**src/rtl/zorro_dram_pkg.sv**
```systemverilog
//------------------------------------------------------------------------------
// zorro_dram_pkg: shared state encoding and default constants (rev 1.0)
//------------------------------------------------------------------------------
`default_nettype none

package zorro_dram_pkg;

  localparam int BANKS_DEF   = 4;
  localparam int COLBITS_DEF = 10;
  localparam int REF_DIV_DEF = 108;
  localparam int PRE_CYC_DEF = 1;

  typedef enum logic [2:0] {
    ST_IDLE     = 3'd0,
    ST_ACC_RAS  = 3'd1,
    ST_ACC_CAS  = 3'd2,
    ST_ACC_HOLD = 3'd3,
    ST_PRECH    = 3'd4,
    ST_REF_CAS  = 3'd5,
    ST_REF_RAS  = 3'd6
  } state_t;

  // A single bank still needs a 1-bit select so the vectors stay legal.
  function automatic int bank_bits(input int banks);
    return (banks > 1) ? $clog2(banks) : 1;
  endfunction

endpackage

`default_nettype wire

```
**src/rtl/zorro_refresh_timer.sv**
```systemverilog
//------------------------------------------------------------------------------
// zorro_refresh_timer: refresh interval divider, pending count, overflow flag (rev 1.0)
//------------------------------------------------------------------------------
`default_nettype none

module zorro_refresh_timer
  import zorro_dram_pkg::*;
#(
  parameter int REF_DIV = REF_DIV_DEF
) (
  input  logic       CLK,
  input  logic       RESETn,
  input  logic       i_ref_done,
  output logic [1:0] o_pending,
  output logic       o_ovf
);

  localparam int            CW       = (REF_DIV > 1) ? $clog2(REF_DIV) : 1;
  localparam logic [CW-1:0] c_RELOAD = CW'(REF_DIV - 1);

  logic [CW-1:0] r_cnt;
  logic [1:0]    r_pend;
  logic          r_ovf;
  logic          w_tick;
  logic          w_dec;

  assign w_tick = (r_cnt == '0);
  assign w_dec  = i_ref_done && (r_pend != 2'd0);

  always_ff @(posedge CLK or negedge RESETn) begin
    if (!RESETn) begin
      r_cnt  <= c_RELOAD;
      r_pend <= 2'd0;
      r_ovf  <= 1'b0;
    end else begin
      r_cnt <= w_tick ? c_RELOAD : (r_cnt - CW'(1));
      // A reload coinciding with a completed refresh leaves pending unchanged.
      unique case ({w_tick, w_dec})
        2'b10: begin
          if (r_pend == 2'd3) r_ovf  <= 1'b1;
          else                r_pend <= r_pend + 2'd1;
        end
        2'b01:   r_pend <= r_pend - 2'd1;
        default: r_pend <= r_pend;
      endcase
    end
  end

  assign o_pending = r_pend;
  assign o_ovf     = r_ovf;

endmodule

`default_nettype wire

```
**src/rtl/zorro_dram_ctrl.sv**
```systemverilog
//------------------------------------------------------------------------------
// zorro_dram_ctrl: 68000/Zorro DRAM controller with CBR refresh (rev 1.0)
//------------------------------------------------------------------------------
`default_nettype none

module zorro_dram_ctrl
  import zorro_dram_pkg::*;
#(
  parameter int BANKS   = BANKS_DEF,
  parameter int COLBITS = COLBITS_DEF,
  parameter int REF_DIV = REF_DIV_DEF,
  parameter int PRE_CYC = PRE_CYC_DEF
) (
  input  logic               CLK,
  input  logic               RESETn,
  input  logic               ASn,
  input  logic               UDSn,
  input  logic               LDSn,
  input  logic               RWn,
  input  logic               HIT,
  input  logic [23:1]        ADDR,
  output logic [COLBITS-1:0] MADDR,
  output logic [BANKS-1:0]   RASn,
  output logic               UCASn,
  output logic               LCASn,
  output logic               MEMWn,
  output logic               ACK,
  output logic               REF_OVF
);

  localparam int               BW         = bank_bits(BANKS);
  localparam logic [1:0]       c_PRE_LOAD = 2'(PRE_CYC - 1);
  localparam logic [BANKS-1:0] c_BANK_ONE = BANKS'(1);

  state_t             r_state;
  logic [BW-1:0]      r_bank;
  logic [1:0]         r_prech;
  logic [COLBITS-1:0] r_maddr;
  logic [BANKS-1:0]   r_rasn;
  logic               r_ucasn;
  logic               r_lcasn;
  logic               r_memwn;
  logic               r_ack;

  logic [31:0]        w_a32;
  logic [COLBITS-1:0] w_row;
  logic [COLBITS-1:0] w_col;
  logic [BW-1:0]      w_bank;
  logic [BANKS-1:0]   w_sel_n;
  logic [BANKS-1:0]   w_lat_sel_n;
  logic               w_req;
  logic               w_urgent;
  logic               w_ref_done;
  logic [1:0]         w_pending;
  logic               w_unused;

  // Byte-address view; bank bits beyond A23 read as zero for wide geometries.
  assign w_a32    = {8'd0, ADDR, 1'b0};
  assign w_row    = w_a32[2*COLBITS -: COLBITS];
  assign w_col    = w_a32[COLBITS -: COLBITS];
  assign w_unused = ^w_a32;

  generate
    if (BANKS == 1) begin : g_single_bank
      assign w_bank = '0;
    end else begin : g_multi_bank
      assign w_bank = w_a32[2*COLBITS+BW -: BW];
    end
  endgenerate

  assign w_sel_n     = ~(c_BANK_ONE << w_bank);
  assign w_lat_sel_n = ~(c_BANK_ONE << r_bank);
  assign w_req       = HIT && !ASn;
  assign w_urgent    = w_pending[1];
  assign w_ref_done  = (r_state == ST_REF_RAS);

  zorro_refresh_timer #(
    .REF_DIV (REF_DIV)
  ) u_refresh_timer (
    .CLK        (CLK),
    .RESETn     (RESETn),
    .i_ref_done (w_ref_done),
    .o_pending  (w_pending),
    .o_ovf      (REF_OVF)
  );

  // Every DRAM strobe is computed for the next state and released by default,
  // so any exit from an active state drops them on the following edge.
  always_ff @(posedge CLK or negedge RESETn) begin
    if (!RESETn) begin
      r_state <= ST_IDLE;
      r_bank  <= '0;
      r_prech <= 2'd0;
      r_maddr <= '0;
      r_rasn  <= '1;
      r_ucasn <= 1'b1;
      r_lcasn <= 1'b1;
      r_memwn <= 1'b1;
      r_ack   <= 1'b0;
    end else begin
      r_rasn  <= '1;
      r_ucasn <= 1'b1;
      r_lcasn <= 1'b1;
      r_memwn <= 1'b1;
      r_ack   <= 1'b0;
      unique case (r_state)
        ST_IDLE: begin
          r_maddr <= w_row;
          if (w_req && !w_urgent) begin
            r_state <= ST_ACC_RAS;
            r_bank  <= w_bank;
            r_rasn  <= w_sel_n;
            r_memwn <= RWn;
          end else if (w_pending != 2'd0) begin
            r_state <= ST_REF_CAS;
            r_ucasn <= 1'b0;
            r_lcasn <= 1'b0;
          end
        end
        ST_ACC_RAS, ST_ACC_CAS, ST_ACC_HOLD: begin
          if (ASn) begin
            r_state <= ST_PRECH;
            r_prech <= c_PRE_LOAD;
          end else begin
            r_rasn  <= w_lat_sel_n;
            r_memwn <= RWn;
            r_ucasn <= UDSn;
            r_lcasn <= LDSn;
            r_ack   <= 1'b1;
            if (r_state == ST_ACC_RAS) begin
              r_state <= ST_ACC_CAS;
              r_maddr <= w_col;
            end else begin
              r_state <= ST_ACC_HOLD;
            end
          end
        end
        ST_PRECH: begin
          if (r_prech == 2'd0) r_state <= ST_IDLE;
          else                 r_prech <= r_prech - 2'd1;
        end
        ST_REF_CAS: begin
          r_state <= ST_REF_RAS;
          r_rasn  <= '0;
          r_ucasn <= 1'b0;
          r_lcasn <= 1'b0;
        end
        ST_REF_RAS: begin
          r_state <= ST_PRECH;
          r_prech <= c_PRE_LOAD;
        end
        default: r_state <= ST_IDLE;
      endcase
    end
  end

  assign MADDR = r_maddr;
  assign RASn  = r_rasn;
  assign UCASn = r_ucasn;
  assign LCASn = r_lcasn;
  assign MEMWn = r_memwn;
  assign ACK   = r_ack;

endmodule

`default_nettype wire

```
**config.mk**
```make
export PLATFORM = sky130hd
export DESIGN_NAME = zorro_dram_ctrl
export DESIGN_NICKNAME = d
export VERILOG_FILES = /design/src/rtl/zorro_dram_pkg.sv /design/src/rtl/zorro_refresh_timer.sv /design/src/rtl/zorro_dram_ctrl.sv
export SDC_FILE = /design/constraint.sdc
export NUM_CORES = 1
export LEC_CHECK = 0
export CAP_MARGIN = 10
export CELL_PAD_IN_SITES_DETAIL_PLACEMENT = 1
export CELL_PAD_IN_SITES_GLOBAL_PLACEMENT = 1
export CORE_UTILIZATION = 38
export DETAILED_ROUTE_END_ITERATION = 10
export GPL_TIMING_DRIVEN = 0
export PLACE_DENSITY_LB_ADDON = 0.1
export SLEW_MARGIN = 20
export SYNTH_ARGS = -nofsm -noshare
export SYNTH_HDL_FRONTEND = slang
export SYNTH_SLANG_ARGS = --single-unit
```
**constraint.sdc**
```tcl
create_clock -name CLK -period 3.2 [get_ports CLK]
set_input_delay 0.64 -clock CLK [delete_from_list [all_inputs] [get_ports CLK]]
set_output_delay 0.64 -clock CLK [all_outputs]
set_load 0.02 [all_outputs]
```
==> metrics.cfg <==
[global_routing]
grt_pass1_vias = 1667
grt_max_degree = 24
grt_pass1_wl_um = 7700
antenna_found_initial = 0
grtUsageTotal_pct = 20.25
overflow = 0

[synthesis]
synth_area_leader_cell = dfrtp_1
async_flop_share_pct = 100.0
yosys-top-cells-count = 23 x dfrtp_1, 22 x nor2_1, 16 x a21oi_1, 14 x nand2_1, 12 x dfstp_2
ys_seq_area_share_pct = 51.15
yosys.cell_count.top_type = dfrtp_1
ys_types = 38
netlist.area_leader.share_pct = 33.05
synthesis.area_um2 = 1742
yosys_warnings = 0
synth_area_leaders = dfrtp_1 33%, dfstp_2 18%, mux2i_1 5.7%, nor2_1 4.7%, a21oi_1 4.6%
syn_inst = 174
synthFlopType = dfrtp_1
post_synth.cell_area_avg_um2 = 10.01
synth_edf_count = 0
syn_nets = 207
ys_ff_latch = 35

[placed_design]
dp.cells = 274
gp_congestion = 0.7901
preCtsSetupSlack_ps = 918.4
post-dp-hpwl_um = 3355
place_area_um2 = 2300
io_buffers = 47

[cts]
clockBufferDepth = 2
cts_tree = yes
postCtsHoldBufs = 0
post_cts_buffers = 0
clkSlewWorstSetupHoldPaths_ps = 70
cts_buffers = 5
cts_resized = 0
cts.htree.levels = 2
clockRootBuffer = clkbuf_8
clkSinkCount = 35
clk_latency_ps = 290

[floorplan]
rows = 24
core_um2 = 4384
die_w_um = 69.70
io_pins = 49
die_h_um = 69.70
initial_core_util_pct = 39.73
die_area_um2 = 4858

[detailed_routing]
drc = 0
routed_wl_um = 4469
vias = 1506
drt_iter0_drc = 67
vias_per_cell = 5.340
drtPass1Iterations = 4
wl_per_cell_um = 15.85
drtAntennaViolNets = 0

[setup_path]
path_max_fanout = 1
arrival_ps = 1400
max_stage_delay_ps = 600
regToRegSetupSlack_ps = 1510
rr_endpoint = MADDR[0]$_DFFE_PN0P_
cp_cell_sequence = clkdlybuf4s50_1
slowest_stage = clkdlybuf4s50_1
critPathKind = register to primary output
critPathBufInv = 1
cp-start-kind = register
worst_setup_path_end_kind = primary output
critPathRequiredTime_ps = 2560
worst-r2r-cell-count = 5
critPathTopFamily = buffers and inverters
r2r-start = r_state[1]$_DFFE_PN0P_

[final_layout]
drive_gt1_share_pct = 13.48
syn2layout_area_growth_pct = 37.79
fin_cells = 282
final_area_um2 = 2400
fillers = 491
final_util_pct = 54.74
n_antenna_cell = 0
nets = 262

[power]
leakage_nw = 1.055
vdd_drop_max_mv = 0.4064
finalPower_mw = 2.069
p_per_area_nw_per_um2 = 862.1

[timing]
period_share_pct = 63.89
hold_viol = 0
worst_slack_ps = 1156
max_freq_ghz = 0.4891
slew_headroom_pct = 63.90
worstMarginPinSlew_ps = 535.8
period_minus_slack_ps = 2044
finClkSkew_ps = 9.768
finalSetupViolCount = 0
tns_ps = 0
whs_ps = 235.4
rsz0062_at_grt = no
slew_violations = 0

[outcome]
status = complete, no violations

[hold_path]
min_path_type = input pin to async pin

[flow_run]
max_cap_violations = 0

## where the power goes
part | switching [mW] | internal, mW
registers | 0.0712 | 0.605
logic | 0.578 | 0.456
clock network | 0.162 | 0.197
## cells by family after synthesis
family / share of synthesized area (%)
and+or+nand+nor: 18.10
AOI/OAI and AO/OA: 12.86
DFF: 51.15
buffers and inverters: 5.676
muxes: 7.040
xor gates and xnor gates: 3.018
adders and majority gates: 2.155
## worst max path at each step
stage	startpoint	end	slack, ps	depth (start not counted)
final	MEMWn$_DFF_PN1_	MEMWn	1160	1
after global routing	ASn	MADDR[9]$_DFFE_PN0P_	1120	5
after CTS	LCASn$_DFF_PN1_	LCASn	1140	1
after detailed placement	ASn	MADDR[8]$_DFFE_PN0P_	920	5
after global placement	RESETn	MADDR[9]$_DFFE_PN0P_	730	1
after floorplan	ASn	MADDR[0]$_DFFE_PN0P_	1780	4
## metal layers
metal  wire length (µm)  share of wire, %  global-route usage, %
met5                  0                 0                      0
met4                116               2.6                  10.00
met3                210               4.7                  4.797
met2               2268                51                  35.38
met1               1873                42                  23.08
## sequential cells by signal, indices dropped and copies added, names as in the netlist
| signal | cells |
|---|---|
| MADDR | 10 |
| u_refresh_timer.r_cnt | 7 |
| RASn | 4 |
| r_state | 3 |
| r_bank | 2 |
| r_prech | 2 |
| u_refresh_timer.o_pending | 2 |
| ACK | 1 |
| LCASn | 1 |
| MEMWn | 1 |
| UCASn | 1 |
| u_refresh_timer.o_ovf | 1 |
## cells in the final DEF, fill, tap and decap left out, types with 3 or more instances in the layout
| master | Yosys | routed |
|---|---|---|
| xor2_1 | 3 | 3 |
| xnor2_1 | 3 | 3 |
| a21oi_1 | 16 | 16 |
| nor3_1 | 7 | 7 |
| inv_1 | 8 | 8 |
| o31ai_1 | 4 | 4 |
| dfstp_2 | 12 | 12 |
| clkdlybuf4s50_1 | 0 | 46 |
| o21ai_0 | 9 | 9 |
| ha_1 | 3 | 3 |
| dfrtp_1 | 23 | 23 |
| clkbuf_1 | 7 | 8 |
| o22ai_1 | 3 | 3 |
| clkbuf_8 | 0 | 7 |
| nand3_1 | 3 | 3 |
| mux2i_1 | 10 | 10 |
| nor2_1 | 22 | 22 |
| nand2_1 | 14 | 14 |
## final cells by class
class | count | area, µm² | share of cell area, %
buffer | 10 | 68.82 | 2.868
clock buffer | 8 | 100.1 | 4.171
inverter | 8 | 30.03 | 1.251
multi-input combinational | 121 | 752.0 | 31.33
sequential | 35 | 890.9 | 37.12
tap | 52 | 65.06 | 2.711
timing repair buffer | 48 | 493.0 | 20.54
No activity file was read; power rests on OpenSTA's default activity.
